$ cat config.mk
export PLATFORM = sky130hd
export DESIGN_NAME = w5300_init_seq
export DESIGN_NICKNAME = d
export VERILOG_FILES = /design/src/rtl/w5300_pkg.sv /design/src/rtl/w5300_init_rom.sv /design/src/rtl/w5300_init_seq.sv
export SDC_FILE = /design/constraint.sdc
export NUM_CORES = 1
export LEC_CHECK = 0
export ABC_AREA = 1
export BUFFER_PORTS_ARGS = -buffer_cell sky130_fd_sc_hd__buf_2
export CAP_MARGIN = 20
export CELL_PAD_IN_SITES_DETAIL_PLACEMENT = 1
export CELL_PAD_IN_SITES_GLOBAL_PLACEMENT = 1
export CORE_MARGIN = 5
export CORE_UTILIZATION = 46
export DETAILED_ROUTE_END_ITERATION = 8
export PLACE_DENSITY_LB_ADDON = 0.1
export SYNTH_ARGS = -nofsm -noshare
export SYNTH_HDL_FRONTEND = slang
export SYNTH_HIERARCHICAL = 1
export SYNTH_SLANG_ARGS = --single-unit
$ cat constraint.sdc
create_clock -name clk -period 4 [get_ports clk]
set_input_delay 0 -clock clk [delete_from_list [all_inputs] [get_ports clk]]
set_output_delay 0 -clock clk [all_outputs]
set_load 0.01 [all_outputs]
$ cat src/rtl/w5300_pkg.sv
// Shared constants and types for the W5300 bring-up sequencer.
package w5300_pkg;

    localparam logic [9:0] ADDR_MR    = 10'h000;
    localparam logic [9:0] ADDR_SHAR0 = 10'h008;
    localparam logic [9:0] ADDR_SHAR1 = 10'h00A;
    localparam logic [9:0] ADDR_SHAR2 = 10'h00C;
    localparam logic [9:0] ADDR_GAR0  = 10'h010;
    localparam logic [9:0] ADDR_GAR1  = 10'h012;
    localparam logic [9:0] ADDR_SUBR0 = 10'h014;
    localparam logic [9:0] ADDR_SUBR1 = 10'h016;
    localparam logic [9:0] ADDR_SIPR0 = 10'h018;
    localparam logic [9:0] ADDR_SIPR1 = 10'h01A;
    localparam logic [9:0] ADDR_IDR   = 10'h3FE;

    localparam logic [15:0] IDR_VAL = 16'h5300;

    // if_uaddr fields: bit 11 is an active-low request valid, bit 10 selects write
    localparam int unsigned VALID_N    = 11;
    localparam int unsigned WR         = 10;
    localparam logic [11:0] UADDR_IDLE = 12'h800;

    localparam logic [1:0] ERR_NONE     = 2'd0;
    localparam logic [1:0] ERR_IDR      = 2'd1;
    localparam logic [1:0] ERR_TIMEOUT  = 2'd2;
    localparam logic [1:0] ERR_READBACK = 2'd3;

    localparam logic [3:0] LAST_STEP = 4'd10;

    typedef enum logic [2:0] {
        S_WAIT_IF,
        S_ISSUE,
        S_WAIT_ACC,
        S_WAIT_DONE,
        S_CHECK,
        S_READY,
        S_FAIL
    } state_e;

    typedef struct packed {
        logic        wr;
        logic [9:0]  addr;
        logic [15:0] data;
        logic        check_en;
    } rom_entry_t;

endpackage

$ cat src/rtl/w5300_init_rom.sv
// Configuration script: maps a step index to one register access.
module w5300_init_rom
    import w5300_pkg::*;
#(
    parameter logic [15:0] MR_VAL   = 16'hB800,
    parameter logic [47:0] MAC      = 48'h00_08_DC_01_02_03,
    parameter logic [31:0] GW_IP    = 32'hC0A8_0001,
    parameter logic [31:0] SUBNET   = 32'hFFFF_FF00,
    parameter logic [31:0] LOCAL_IP = 32'hC0A8_000A
) (
    input  logic [3:0] step,
    output rom_entry_t entry
);

    always_comb begin
        entry = '{wr: 1'b0, addr: ADDR_IDR, data: IDR_VAL, check_en: 1'b1};
        case (step)
            4'd0:    entry = '{wr: 1'b0, addr: ADDR_IDR,   data: IDR_VAL,         check_en: 1'b1};
            4'd1:    entry = '{wr: 1'b1, addr: ADDR_MR,    data: MR_VAL,          check_en: 1'b0};
            4'd2:    entry = '{wr: 1'b1, addr: ADDR_SHAR0, data: MAC[47:32],      check_en: 1'b0};
            4'd3:    entry = '{wr: 1'b1, addr: ADDR_SHAR1, data: MAC[31:16],      check_en: 1'b0};
            4'd4:    entry = '{wr: 1'b1, addr: ADDR_SHAR2, data: MAC[15:0],       check_en: 1'b0};
            4'd5:    entry = '{wr: 1'b1, addr: ADDR_GAR0,  data: GW_IP[31:16],    check_en: 1'b0};
            4'd6:    entry = '{wr: 1'b1, addr: ADDR_GAR1,  data: GW_IP[15:0],     check_en: 1'b0};
            4'd7:    entry = '{wr: 1'b1, addr: ADDR_SUBR0, data: SUBNET[31:16],   check_en: 1'b0};
            4'd8:    entry = '{wr: 1'b1, addr: ADDR_SUBR1, data: SUBNET[15:0],    check_en: 1'b0};
            4'd9:    entry = '{wr: 1'b1, addr: ADDR_SIPR0, data: LOCAL_IP[31:16], check_en: 1'b0};
            4'd10:   entry = '{wr: 1'b1, addr: ADDR_SIPR1, data: LOCAL_IP[15:0],  check_en: 1'b0};
            default: entry = '{wr: 1'b0, addr: ADDR_IDR,   data: IDR_VAL,         check_en: 1'b1};
        endcase
    end

endmodule

$ cat src/rtl/w5300_init_seq.sv
// W5300 bring-up sequencer: checks IDR, writes network config, then passes user accesses through.
// Define W5300_SEQ_READBACK_EN to verify every script write with a read of the same address.
module w5300_init_seq
    import w5300_pkg::*;
#(
    parameter int unsigned CLK_FREQ   = 100,
    parameter int unsigned TIMEOUT_US = 10,
    parameter logic [15:0] MR_VAL     = 16'hB800,
    parameter logic [47:0] MAC        = 48'h00_08_DC_01_02_03,
    parameter logic [31:0] GW_IP      = 32'hC0A8_0001,
    parameter logic [31:0] SUBNET     = 32'hFFFF_FF00,
    parameter logic [31:0] LOCAL_IP   = 32'hC0A8_000A
) (
    input  logic        clk,
    input  logic        rst_n,
    input  logic        usr_req,
    input  logic        usr_wr,
    input  logic [9:0]  usr_addr,
    input  logic [15:0] usr_wdata,
    output logic        usr_ack,
    output logic [15:0] usr_rdata,
    output logic        init_done,
    output logic        init_err,
    output logic [1:0]  err_code,
    output logic [11:0] if_uaddr,
    output logic [15:0] if_wr_data,
    input  logic [15:0] if_rd_data,
    input  logic        if_op_status
);

    localparam int unsigned TO_CYCLES = CLK_FREQ * TIMEOUT_US;
    localparam logic [15:0] TO_LIMIT  = (TO_CYCLES > 32'd65535) ? 16'hFFFF : 16'(TO_CYCLES);

    state_e      state_q, state_d;
    logic [3:0]  step_q, step_d;
    logic        rb_q, rb_d;
    logic        usr_q, usr_d;
    logic [3:0]  wait_cnt_q, wait_cnt_d;
    logic [15:0] to_cnt_q, to_cnt_d;
    logic        req_wr_q, req_wr_d;
    logic [9:0]  req_addr_q, req_addr_d;
    logic [15:0] req_data_q, req_data_d;
    logic [15:0] rdata_q, rdata_d;
    logic [11:0] if_uaddr_q, if_uaddr_d;
    logic [15:0] if_wr_data_q, if_wr_data_d;
    logic        usr_ack_q, usr_ack_d;
    logic [15:0] usr_rdata_q, usr_rdata_d;
    logic        init_done_q, init_done_d;
    logic        init_err_q, init_err_d;
    logic [1:0]  err_code_q, err_code_d;

    rom_entry_t  rom;
    logic        cur_wr;
    logic [9:0]  cur_addr;
    logic [15:0] cur_data;
    logic        need_rb;
    logic        timed_out;
    logic [15:0] to_inc;

    w5300_init_rom #(
        .MR_VAL   (MR_VAL),
        .MAC      (MAC),
        .GW_IP    (GW_IP),
        .SUBNET   (SUBNET),
        .LOCAL_IP (LOCAL_IP)
    ) u_rom (
        .step  (step_q),
        .entry (rom)
    );

    // A readback pass reuses the current step's address as a read
    assign cur_wr   = usr_q ? req_wr_q   : (rom.wr & ~rb_q);
    assign cur_addr = usr_q ? req_addr_q : rom.addr;
    assign cur_data = usr_q ? req_data_q : rom.data;

`ifdef W5300_SEQ_READBACK_EN
    assign need_rb = rom.wr & ~rb_q;
`else
    assign need_rb = 1'b0;
`endif

    assign timed_out = (to_cnt_q >= TO_LIMIT);
    assign to_inc    = (to_cnt_q == 16'hFFFF) ? to_cnt_q : to_cnt_q + 16'd1;

    always_comb begin
        state_d      = state_q;
        step_d       = step_q;
        rb_d         = rb_q;
        usr_d        = usr_q;
        wait_cnt_d   = wait_cnt_q;
        to_cnt_d     = to_cnt_q;
        req_wr_d     = req_wr_q;
        req_addr_d   = req_addr_q;
        req_data_d   = req_data_q;
        rdata_d      = rdata_q;
        if_uaddr_d   = if_uaddr_q;
        if_wr_data_d = if_wr_data_q;
        usr_ack_d    = 1'b0;
        usr_rdata_d  = usr_rdata_q;
        init_done_d  = init_done_q;
        init_err_d   = init_err_q;
        err_code_d   = err_code_q;

        unique case (state_q)
            S_WAIT_IF: begin
                // op_status is only trusted once it has been stable for 16 cycles
                if (if_op_status) begin
                    if (wait_cnt_q == 4'd15) begin
                        wait_cnt_d = 4'd0;
                        step_d     = 4'd0;
                        rb_d       = 1'b0;
                        usr_d      = 1'b0;
                        state_d    = S_ISSUE;
                    end else begin
                        wait_cnt_d = wait_cnt_q + 4'd1;
                    end
                end else begin
                    wait_cnt_d = 4'd0;
                end
            end

            S_ISSUE: begin
                if_uaddr_d[VALID_N] = 1'b0;
                if_uaddr_d[WR]      = cur_wr;
                if_uaddr_d[9:0]     = cur_addr;
                if_wr_data_d        = cur_data;
                to_cnt_d            = 16'd0;
                state_d             = S_WAIT_ACC;
            end

            S_WAIT_ACC: begin
                to_cnt_d = to_inc;
                if (!if_op_status) begin
                    state_d = S_WAIT_DONE;
                end else if (timed_out) begin
                    if_uaddr_d = UADDR_IDLE;
                    init_err_d = 1'b1;
                    err_code_d = ERR_TIMEOUT;
                    state_d    = S_FAIL;
                end
            end

            S_WAIT_DONE: begin
                to_cnt_d = to_inc;
                if (if_op_status) begin
                    if_uaddr_d[VALID_N] = 1'b1;
                    rdata_d             = if_rd_data;
                    state_d             = S_CHECK;
                end else if (timed_out) begin
                    if_uaddr_d = UADDR_IDLE;
                    init_err_d = 1'b1;
                    err_code_d = ERR_TIMEOUT;
                    state_d    = S_FAIL;
                end
            end

            S_CHECK: begin
                if (usr_q) begin
                    usr_ack_d = 1'b1;
                    if (!req_wr_q) begin
                        usr_rdata_d = rdata_q;
                    end
                    usr_d   = 1'b0;
                    state_d = S_READY;
                end else if ((rom.check_en || rb_q) && (rdata_q != rom.data)) begin
                    if_uaddr_d = UADDR_IDLE;
                    init_err_d = 1'b1;
                    err_code_d = rb_q ? ERR_READBACK : ERR_IDR;
                    state_d    = S_FAIL;
                end else if (need_rb) begin
                    rb_d    = 1'b1;
                    state_d = S_ISSUE;
                end else begin
                    rb_d = 1'b0;
                    if (step_q == LAST_STEP) begin
                        init_done_d = 1'b1;
                        state_d     = S_READY;
                    end else begin
                        step_d  = step_q + 4'd1;
                        state_d = S_ISSUE;
                    end
                end
            end

            S_READY: begin
                // usr_ack_q marks the ack cycle, where a still-held usr_req is stale
                if (usr_req && !usr_ack_q) begin
                    req_wr_d   = usr_wr;
                    req_addr_d = {usr_addr[9:1], 1'b0};
                    req_data_d = usr_wdata;
                    usr_d      = 1'b1;
                    state_d    = S_ISSUE;
                end
            end

            S_FAIL: begin
                state_d = S_FAIL;
            end

            default: begin
                state_d = S_WAIT_IF;
            end
        endcase
    end

    always_ff @(posedge clk or negedge rst_n) begin
        if (!rst_n) begin
            state_q      <= S_WAIT_IF;
            step_q       <= 4'd0;
            rb_q         <= 1'b0;
            usr_q        <= 1'b0;
            wait_cnt_q   <= 4'd0;
            to_cnt_q     <= 16'd0;
            req_wr_q     <= 1'b0;
            req_addr_q   <= 10'd0;
            req_data_q   <= 16'd0;
            rdata_q      <= 16'd0;
            if_uaddr_q   <= UADDR_IDLE;
            if_wr_data_q <= 16'd0;
            usr_ack_q    <= 1'b0;
            usr_rdata_q  <= 16'd0;
            init_done_q  <= 1'b0;
            init_err_q   <= 1'b0;
            err_code_q   <= ERR_NONE;
        end else begin
            state_q      <= state_d;
            step_q       <= step_d;
            rb_q         <= rb_d;
            usr_q        <= usr_d;
            wait_cnt_q   <= wait_cnt_d;
            to_cnt_q     <= to_cnt_d;
            req_wr_q     <= req_wr_d;
            req_addr_q   <= req_addr_d;
            req_data_q   <= req_data_d;
            rdata_q      <= rdata_d;
            if_uaddr_q   <= if_uaddr_d;
            if_wr_data_q <= if_wr_data_d;
            usr_ack_q    <= usr_ack_d;
            usr_rdata_q  <= usr_rdata_d;
            init_done_q  <= init_done_d;
            init_err_q   <= init_err_d;
            err_code_q   <= err_code_d;
        end
    end

    assign if_uaddr   = if_uaddr_q;
    assign if_wr_data = if_wr_data_q;
    assign usr_ack    = usr_ack_q;
    assign usr_rdata  = usr_rdata_q;
    assign init_done  = init_done_q;
    assign init_err   = init_err_q;
    assign err_code   = err_code_q;

endmodule

==> metrics.txt, run 1 <==
result of the run=finished, final reports clean; CP Buf/Inv Count=2; Met2 Routed Length=9770 µm; most frequent standard cell in the layout excluding fill and tap cells=nand2_1; DRC errors left=0; Worst Max-Slew Pin Slew=slightly below 1000 ps; biggest area contributors in the synthesized netlist=dfrtp_1, nand2_1, o21ai_0; switch share=21.7%; total inserted antenna cells=0; top-level I/O count=96; least setup slack across all paths after layout=approximately 840 ps; Net Count, Synth=roughly 840; die outline height=around 130 µm; sequential element share of the synthesized area=a little under half; pin count of the biggest net entering global routing=about 90; share of the core filled with cells in the final layout=57.7%; TritonCTS clock tree=done; list of cells traversed by the critical path=inv_1 > ha_1 > nand2_1 > nand2_1 > nand3_2 > inv_1 > nand2_1 > nand2_1 > nor2_1 > nand2_1 > nor2_1 > nand2_1 > nand2_1 > nand2_1 > nand4_1 > nand2_1 > nand2_1; first-pass iteration count of the detailed router=4; uppermost signal routing layer after detailed routing=met4; Die W=~130 µm; worst flop-to-flop path endpoint=if_uaddr[9]; max-capacitance violation count=0; Relative slew margins=between 30% and 40%; Logic pwr share=4.2%; register-to-register setup slack=about 840 ps; Final Hold Viols=0; Synth-to-Final Area Change=23.4%; Worst IR Drop VDD=277 µV; arrival time of the worst setup path=~3500 ps; DR vias=5798; setup repair after global routing missed its margin=no; cts repair resizes=0; length in cells of the worst reg-to-reg path=17; highest-count cells in the layout ignoring fill and taps=nand2_1, dfrtp_1, o21ai_0, buf_2, inv_1; area of the core=between 10000 and 15000 µm²; CTS root buffer=clkbuf_16; data required time at the worst endpoint=roughly 4300 ps; floorplan die area=roughly 17000 µm²; count of non-filler cells in the finished layout=approximately 1100; Max Clk Rate=about 320 MHz; clock latency on the worst-skew pair=between 400 and 500 ps; type of destination of the critical path=flip-flop; switching power=roughly 600 µW; Int Pwr=2230 µW; number of global-route vias before repair=roughly 6300; PortBufs=94; cell with the biggest individual delay on the critical path=dfrtp_1; placed instance count=just over 1000; first-pass GRT wire length=~32000 µm; clock-pin transition on the worst setup and hold timing paths=roughly 60 ps; cell taking the most area after synthesis=dfrtp_1; launching element type of the critical path=flip-flop; Detail Placement HPWL=roughly 13000 µm; number of nets at the end of the flow=960; Slew Viols, Final=0; Mapped Area=6490 µm²; maximum single-stage delay on the critical path=620 ps; clock skew after layout=~9.6 ps; clock buffers created by TritonCTS=17; ys async rst share=100%; number of flops mapped to enable cells by yosys=0; gate family responsible for the most delay along the worst path=simple AND/OR/NAND/NOR gates; final estimated routing congestion in global placement=between 0.8 and 0.9; worst flop-to-flop path startpoint=step_q[0]; Longest Clk Path Bufs=2; Synth Area per Inst=between 8 and 9 µm²; cell occurring most often along the worst timing path=nand2_1; detailed-route wire length on metal 1=about 8400 µm; class of the most critical setup path=flip-flop to flip-flop; average vias per placed instance=around 5.3; critical-path maximum fanout=13; worst min path class=input port to asynchronous set/reset pin; average detailed-routed wire length per instance=about 18 µm; initial antenna violation count=0; yosys synthesis warning count=6; final worst path period share=around four fifths; effective utilization at floorplan=46.8%; number of rows created at floorplan=between 40 and 50; GRT Overall Usage=roughly 24%; min cycle time layout=approximately 3200 ps; number of H-tree levels=4; met3 wirelength from detailed routing=about 720 µm; Final Setup Violations=0; synthesized flop and latch total=about 120; final WL=~19000 µm; PwrDens=355 nW/µm²; Post-Place Setup Slack=between 800 and 900 ps; ratio of cells with drive above 1 in the final layout=20.1%; top cell type's share of synthesized area=between 40% and 50%; sequential share of power=42.9%; overall overflow remaining after global route=0; clock power share=a little over half; post-route standard cell area excluding fillers=roughly 8000 µm²; flip-flop cell with the highest count after synthesis=dfrtp_1; DRC marker count from the first detailed-route iteration=between 300 and 400; CTS Sinks=119; post-synthesis cell type count=51; LEAKAGE=~0.0041 µW; total cell area at the placement stage=6960 µm²; Final TNS setup=0 ps; number of instances in the synthesized netlist=776; post-route antenna net violation count=0
power by group through the flow:
stage          registers, µW  clock network, µW  logic, µW
3_5_place_dp            1240                  0       83.0
4_1_cts                 1220               1520        118
6_report                1220               1500        120
3_3_place_gp            1240                  0       78.9
5_1_grt                 1220               1590        137
2_1_floorplan           1240                  0       24.9
cell usage after synthesis (2+ instances only):
library cell    n
a21oi_1        13
buf_12          2
buf_2           5
buf_4          11
buf_6           3
clkbuf_1       17
dfrtp_1       118
ha_1           13
inv_1          69
inv_2           3
inv_4           2
inv_6           2
mux2_2          8
mux2_4         17
mux2i_1         9
nand2_1       223
nand3_1        39
nand3_2         2
nand4_1        18
nor2_1         46
nor2_2          2
nor3_1          8
o211ai_1       11
o21ai_0        95
o21ai_1         5
o21ai_2         5
xnor2_1         2
xor2_1          5
per-layer routing:
| metal | track usage, % | vias up |
|---|---|---|
| li1 | - | 2772 |
| met1 | 29.7 | 2883 |
| met2 | 42.3 | 119 |
| met3 | 5.69 | 24 |
| met4 | 7.29 | 0 |
| met5 | 0 | - |
kinds of logic after synthesis:
logic type               synth area share (%)
AND/OR/NAND/NOR                          23.1
AO/OA/AOI/OAI                            11.9
flip-flops                               45.9
buffers and inverters                    8.90
multiplexers                             6.71
adder cells (fa/ha/maj)                  2.50
XOR/XNOR                                0.944
other                                  0.0577
per-stage QoR:
stage	power [µW]	hold WS, ps
after floorplan	1270	-296
after global placement	1320	207
after detailed placement	1330	220
after CTS	2860	317
after global routing	2950	164
final	2850	125
registers in the layout, indices dropped and copies added, names as in the netlist:
name        cells
init_err        1
wait_cnt_q      4
usr_ack         1
usr_rdata      16
if_wr_data     16
if_uaddr       12
usr_q           1
rdata_q        16
step_q          4
req_wr_q        1
to_cnt_q       16
req_addr_q      9
init_done       1
err_code        2
req_data_q     16
state_q         3
how the worst max path moves through the flow:
stage,start,end,slack [ps],cells past startpoint
detailed placement,step_q[0],if_uaddr[9],900,17
CTS,step_q[0],if_uaddr[9],870,17
global route,step_q[0],if_uaddr[9],470,17
finish,step_q[0],if_uaddr[9],840,17
floorplan,step_q[0],if_uaddr[0],1650,18
global placement,step_q[0],if_uaddr[4],990,17
what timing repair did:
item                                   CTS  global route
endpoints found under the hold margin  130             0
setup buffers                            0             0
hold buffers                            45             0
area by class of cell:
class                           count  area (µm²)
Fill cell                        1687        5870
Multi-Input combinational cell    540        2940
Sequential cell                   119        2980
Inverter                           77         304
Tap cell                          180         225
Clock buffer                       22         474
Timing Repair Buffer              145         988
Clock inverter                      9         100
worst reg2reg max path: stages (launching register included):
cell,delay [ps]
dfrtp_1,620
inv_1,230
ha_1,380
nand2_1,100
nand2_1,150
nand3_2,140
inv_1,100
nand2_1,50
nand2_1,60
nor2_1,50
nand2_1,50
nor2_1,40
nand2_1,80
nand2_1,120
nand2_1,170
nand4_1,420
nand2_1,210
nand2_1,70
Power figures use the tool's default switching activity.
==> inputs of run 2 (changes only) <==
--- a/config.mk
+++ b/config.mk
@@ -11,7 +11,7 @@
 export CELL_PAD_IN_SITES_DETAIL_PLACEMENT = 1
 export CELL_PAD_IN_SITES_GLOBAL_PLACEMENT = 1
 export CORE_MARGIN = 5
-export CORE_UTILIZATION = 46
+export CORE_UTILIZATION = 39
 export DETAILED_ROUTE_END_ITERATION = 8
 export PLACE_DENSITY_LB_ADDON = 0.1
 export SYNTH_ARGS = -nofsm -noshare
==> constraint.sdc (replaced) <==
create_clock -name clk -period 2.9 [get_ports clk]
set_input_delay 0 -clock clk [delete_from_list [all_inputs] [get_ports clk]]
set_output_delay 0 -clock clk [all_outputs]
set_load 0.01 [all_outputs]
==> run 2 against run 1 <==
  * Clock power up 29%
  * Critical path depth down 1
  * Clock skew down 2.3 ps
  * Register-to-register slack worse by 590 ps
  * Routed wire length down 0.46%
  * First-iteration DRC count down 21%
  * Die area up 16%
  * Largest cell class unchanged
  * Largest power group unchanged
==> metrics.txt, run 2 (same netlist as run 1, synthesis figures left out) <==
list of cells traversed by the critical path=inv_1 > ha_1 > nand2_1 > nand2_1 > nand3_2 > inv_1 > nand2_1 > nand2_1 > nor2_1 > nand2_1 > nor2_1 > nand2_1 > nand2_1 > a21oi_2 > nand4_1 > nand2_1; post-route antenna net violation count=0; arrival time of the worst setup path=approximately 3000 ps; Longest Clk Path Bufs=2; LEAKAGE=between 0.004 and 0.005 µW; setup repair after global routing missed its margin=yes; total inserted antenna cells=0; ratio of cells with drive above 1 in the final layout=a little over a fifth; pin count of the biggest net entering global routing=60; Slew Viols, Final=0; Worst IR Drop VDD=426 µV; floorplan die area=around 19000 µm²; final worst path period share=91.2%; multi-input logic area=approximately 3000 µm²; Final Hold Viols=0; gate family responsible for the most delay along the worst path=simple AND/OR/NAND/NOR gates; average detailed-routed wire length per instance=~17 µm; clock buffers created by TritonCTS=17; type of destination of the critical path=flip-flop; Worst Max-Slew Pin Slew=between 800 and 900 ps; GRT Overall Usage=20.6%; sequential cell area=about 3000 µm²; overall overflow remaining after global route=0; launching element type of the critical path=flip-flop; Relative slew margins=around 46%; DRC errors left=0; Detail Placement HPWL=~14000 µm; # fillers=between 2000 and 2500; Final TNS setup=0 ps; most frequent standard cell in the layout excluding fill and tap cells=nand2_1; effective utilization at floorplan=about two fifths; PwrDens=around 470 nW/µm²; cell occurring most often along the worst timing path=nand2_1; Synth-to-Final Area Change=25.1%; TritonCTS clock tree=done; result of the run=finished, final reports clean; CTS Sinks=119; Post-Place Setup Slack=-112 ps; clock skew after layout=around 7.3 ps; area of the core=16500 µm²; number of nets at the end of the flow=slightly below 1000; cell with the biggest individual delay on the critical path=a21oi_2; share of the core filled with cells in the final layout=49.3%; max-capacitance violation count=0; PortBufs=94; class of the most critical setup path=flip-flop to flip-flop; CP Buf/Inv Count=2; first-pass GRT wire length=~32000 µm; min cycle time layout=2650 ps; least setup slack across all paths after layout=255 ps; Die W=approximately 140 µm; clock-pin transition on the worst setup and hold timing paths=about 60 ps; highest-count cells in the layout ignoring fill and taps=nand2_1, dfrtp_1, o21ai_0, buf_2, inv_1; worst min path class=input port to asynchronous set/reset pin; critical-path maximum fanout=13; top-level I/O count=between 90 and 100; Final Setup Violations=0; number of H-tree levels=4; CTS root buffer=clkbuf_16; Max Clk Rate=between 300 and 400 MHz; final WL=about 19000 µm; maximum single-stage delay on the critical path=~560 ps; first-pass iteration count of the detailed router=4; number of rows created at floorplan=47; data required time at the worst endpoint=roughly 3300 ps; DR vias=5771; initial antenna violation count=0; average vias per placed instance=~5.0; DRC marker count from the first detailed-route iteration=253; final estimated routing congestion in global placement=0.850; clock latency on the worst-skew pair=about 420 ps; die outline height=around 140 µm; number of global-route vias before repair=6296
## run 2: changes by cell type in the layout (fill, tap and decap cells not counted), moves of 2 or more
cell / previous run / this run
buf_4: 6 / 16
clkbuf_8: 3 / 0
clkinv_4: 0 / 3
buf_12: 0 / 2
## run 2: worst paths after layout
kind,from,end,slack [ps],cells after the start
min reg2reg,init_err,init_err,470,2
min,rst_n,if_wr_data[5],60,2
max,step_q[0],if_uaddr[5],250,16
max reg2reg,step_q[0],if_uaddr[5],250,16
max in group asynchronous,rst_n,rdata_q[15],2040,3
min in group clk,if_rd_data[10],rdata_q[10],320,4
## run 2: timing repair
action                     CTS  global route
setup endpoints to repair   12            17
hold endpoints to repair   126             0
resized for setup            1             2
setup buffers                0             0
hold buffers                45             0
## run 2: cell type report
cell class	instances	share of cell area (%)
multi-input cells	540	36.3
clock buffers	19	5.33
flip-flops and latches	119	36.7
clock inverters	13	1.34
repair buffers	156	13.2
inverters	77	3.74
well taps	220	3.39
## run 2: per-layer routing
metal / wire (µm) / share of wire (%) / global-route usage, %
met1: 8690 / 45 / 27.0
met2: 9500 / 50 / 35.0
met3: 684 / 3.6 / 4.10
met4: 227 / 1.2 / 5.25
met5: 0 / 0 / 0
## run 2: stage by stage
step	cells	hold WS (ps)	instance area [µm²]	power, µW
floorplan	776	-296	6490	1750
global placement	1067	-57.3	7120	1830
detailed placement	1067	-49.1	7120	1830
CTS	1144	84.8	8120	3840
global route	1144	104	8120	3940
finish	1144	60.4	8120	3790
## run 2: power breakdown
| group | switching [µW] | internal, µW |
|---|---|---|
| logic | 84.5 | 79.6 |
| registers | 8.32 | 1680 |
| clock network | 776 | 1170 |
| total | 869 | 2920 |
==> inputs of run 3 (changes only) <==
--- a/config.mk
+++ b/config.mk
@@ -13,6 +13,7 @@
 export CORE_MARGIN = 5
 export CORE_UTILIZATION = 39
 export DETAILED_ROUTE_END_ITERATION = 8
+export GPL_TIMING_DRIVEN = 0
 export PLACE_DENSITY_LB_ADDON = 0.1
 export SYNTH_ARGS = -nofsm -noshare
 export SYNTH_HDL_FRONTEND = slang
==> run 3 against run 2 <==
  * Critical path depth grew 2
  * Final cell count rose by 2.3%
  * Cell area increased by 3.0%
  * Total power grew 5.4%
  * Sequential power is essentially flat
  * Clock power increased by 11%
  * Critical path type unchanged
  * Largest power group unchanged
==> metrics.txt, run 3 (same netlist as run 1, synthesis figures left out) <==
result of the run=finished, final reports clean; share of the core filled with cells in the final layout=approximately half; list of cells traversed by the critical path=inv_2 > ha_1 > nand2_1 > nand2_1 > nand2_1 > inv_1 > nand2_1 > nand2_1 > nor2_1 > nand2_1 > nor2_1 > nand2_1 > nand2_2 > nand2_1 > nand4_1 > buf_4 > nand2_1 > nand2_1; post-route antenna net violation count=0; die outline height=roughly 140 µm; clock latency on the worst-skew pair=between 400 and 500 ps; number of global-route vias before repair=around 6500; final WL=between 20000 and 25000 µm; PortBufs=94; clock skew after layout=roughly 8.7 ps; Logic pwr share=around 4.2%; overall overflow remaining after global route=0; most frequent standard cell in the layout excluding fill and tap cells=nand2_1; type of destination of the critical path=flip-flop; PwrDens=roughly 480 nW/µm²; final worst path period share=92.2%; clock buffers created by TritonCTS=17; Relative slew margins=between 50% and 60%; floorplan die area=a little under 20000 µm²; Int Pwr=3160 µW; max-capacitance violation count=0; Max Clk Rate=roughly 370 MHz; Final TNS setup=0 ps; pin count of the biggest net entering global routing=just over 70; data required time at the worst endpoint=about 3300 ps; TritonCTS clock tree=done; Worst path depth=18; worst min path class=input port to asynchronous set/reset pin; worst flop-to-flop path startpoint=step_q[0]; min cycle time layout=around 2700 ps; first-pass iteration count of the detailed router=4; gate family responsible for the most delay along the worst path=simple AND/OR/NAND/NOR gates; total inserted antenna cells=0; CTS root buffer=clkbuf_16; class of the most critical setup path=flip-flop to flip-flop; length in cells of the worst reg-to-reg path=18; switch share=between 20% and 30%; number of rows created at floorplan=47; Final Setup Violations=0; count of non-filler cells in the finished layout=approximately 1200; critical-path maximum fanout=10; arrival time of the worst setup path=approximately 3000 ps; worst setup path endpoint=if_uaddr[3]; Tot Pwr=approximately 4000 µW; worst flop-to-flop path endpoint=if_uaddr[3]; average vias per placed instance=between 5 and 6; Worst IR Drop VDD=438 µV; effective utilization at floorplan=39.4%; critical path startpoint=step_q[0]; setup repair after global routing missed its margin=no; final estimated routing congestion in global placement=a little under 0.9; switching power=roughly 840 µW; sequential share of power=between 40% and 50%; top-level I/O count=96; register-to-register setup slack=approximately 230 ps; clock-pin transition on the worst setup and hold timing paths=~50 ps; CTS Sinks=119; average detailed-routed wire length per instance=about 17 µm; maximum single-stage delay on the critical path=approximately 420 ps; first-pass GRT wire length=33400 µm; area of the core=between 15000 and 20000 µm²; Slew Viols, Final=0; LEAKAGE=between 0.004 and 0.005 µW; DRC marker count from the first detailed-route iteration=roughly 300; launching element type of the critical path=flip-flop; Detail Placement HPWL=~15000 µm; highest-count cells in the layout ignoring fill and taps=nand2_1, dfrtp_1, buf_2, o21ai_0, inv_1; ratio of cells with drive above 1 in the final layout=22.1%; cell occurring most often along the worst timing path=nand2_1; number of H-tree levels=4; clock power share=about 54%; Longest Clk Path Bufs=2; placed instance count=approximately 1100; DRC errors left=0; Final Hold Viols=0; GRT Overall Usage=a little over a fifth; Die W=~140 µm; cell with the biggest individual delay on the critical path=dfrtp_2; DR vias=~5900; Worst Max-Slew Pin Slew=683 ps; number of nets at the end of the flow=roughly 1000; Synth-to-Final Area Change=28.8%; CP Buf/Inv Count=3; initial antenna violation count=0
## run 3: how the worst min path moves through the flow
stage                       start          end  slack (ps)  depth (start not counted)
global placement    if_rd_data[4]   rdata_q[4]         210                          3
detailed placement          rst_n  to_cnt_q[1]         -20                          1
floorplan                   rst_n  err_code[0]        -300                          0
global route                rst_n  to_cnt_q[1]         170                          2
finish                      rst_n  to_cnt_q[1]         110                          2
CTS                         rst_n  to_cnt_q[1]         110                          2
## run 3: metal layers
| metal | routed length (µm) | up-vias | GRT usage (%) |
|---|---|---|---|
| li1 | - | 2852 | - |
| met1 | 8580 | 2943 | 26.3 |
| met2 | 10500 | 106 | 38.4 |
| met3 | 742 | 18 | 4.31 |
| met4 | 231 | 0 | 4.43 |
| met5 | 0 | - | 0 |
## run 3: metrics by stage
step                      hold slack [ps]  setup WS [ps]  instance area (µm²)
after floorplan                      -296            553                 6490
after global placement                212          -75.7                 7240
after detailed placement            -21.9           -202                 7270
after CTS                             109           24.6                 8350
after global routing                  172           7.13                 8370
final                                 115            227                 8370
## run 3: cell type report
class | instances | area [µm²]
fill | 1986 | 8100
buffer | 40 | 277
sequential | 119 | 2980
clock inverter | 9 | 125
tap | 220 | 275
multi-input combinational | 540 | 2950
timing repair buffer | 144 | 985
inverter | 77 | 304
clock buffer | 21 | 470
## run 3: worst register-to-register path, stage by stage, from the launching register on
cell,delay [ps]
dfrtp_2,420
inv_2,110
ha_1,280
nand2_1,140
nand2_1,130
nand2_1,130
inv_1,60
nand2_1,60
nand2_1,50
nor2_1,180
nand2_1,90
nor2_1,120
nand2_1,100
nand2_2,120
nand2_1,120
nand4_1,140
buf_4,180
nand2_1,90
nand2_1,70
## run 3: power groups by stage
| stage | clock network (µW) | registers, µW | logic [µW] |
|---|---|---|---|
| 5_1_grt | 2260 | 1690 | 188 |
| 4_1_cts | 2190 | 1690 | 169 |
| 3_3_place_gp | 0 | 1710 | 110 |
| 3_5_place_dp | 0 | 1710 | 121 |
| 2_1_floorplan | 0 | 1710 | 34.4 |
| 6_report | 2150 | 1690 | 166 |
## run 3: timing repair
item,in CTS,in global routing
gates resized for setup,3,7
buffers inserted,4,0
endpoints found under the setup margin,19,14
hold buffers,45,0
endpoints found under the hold margin,139,0
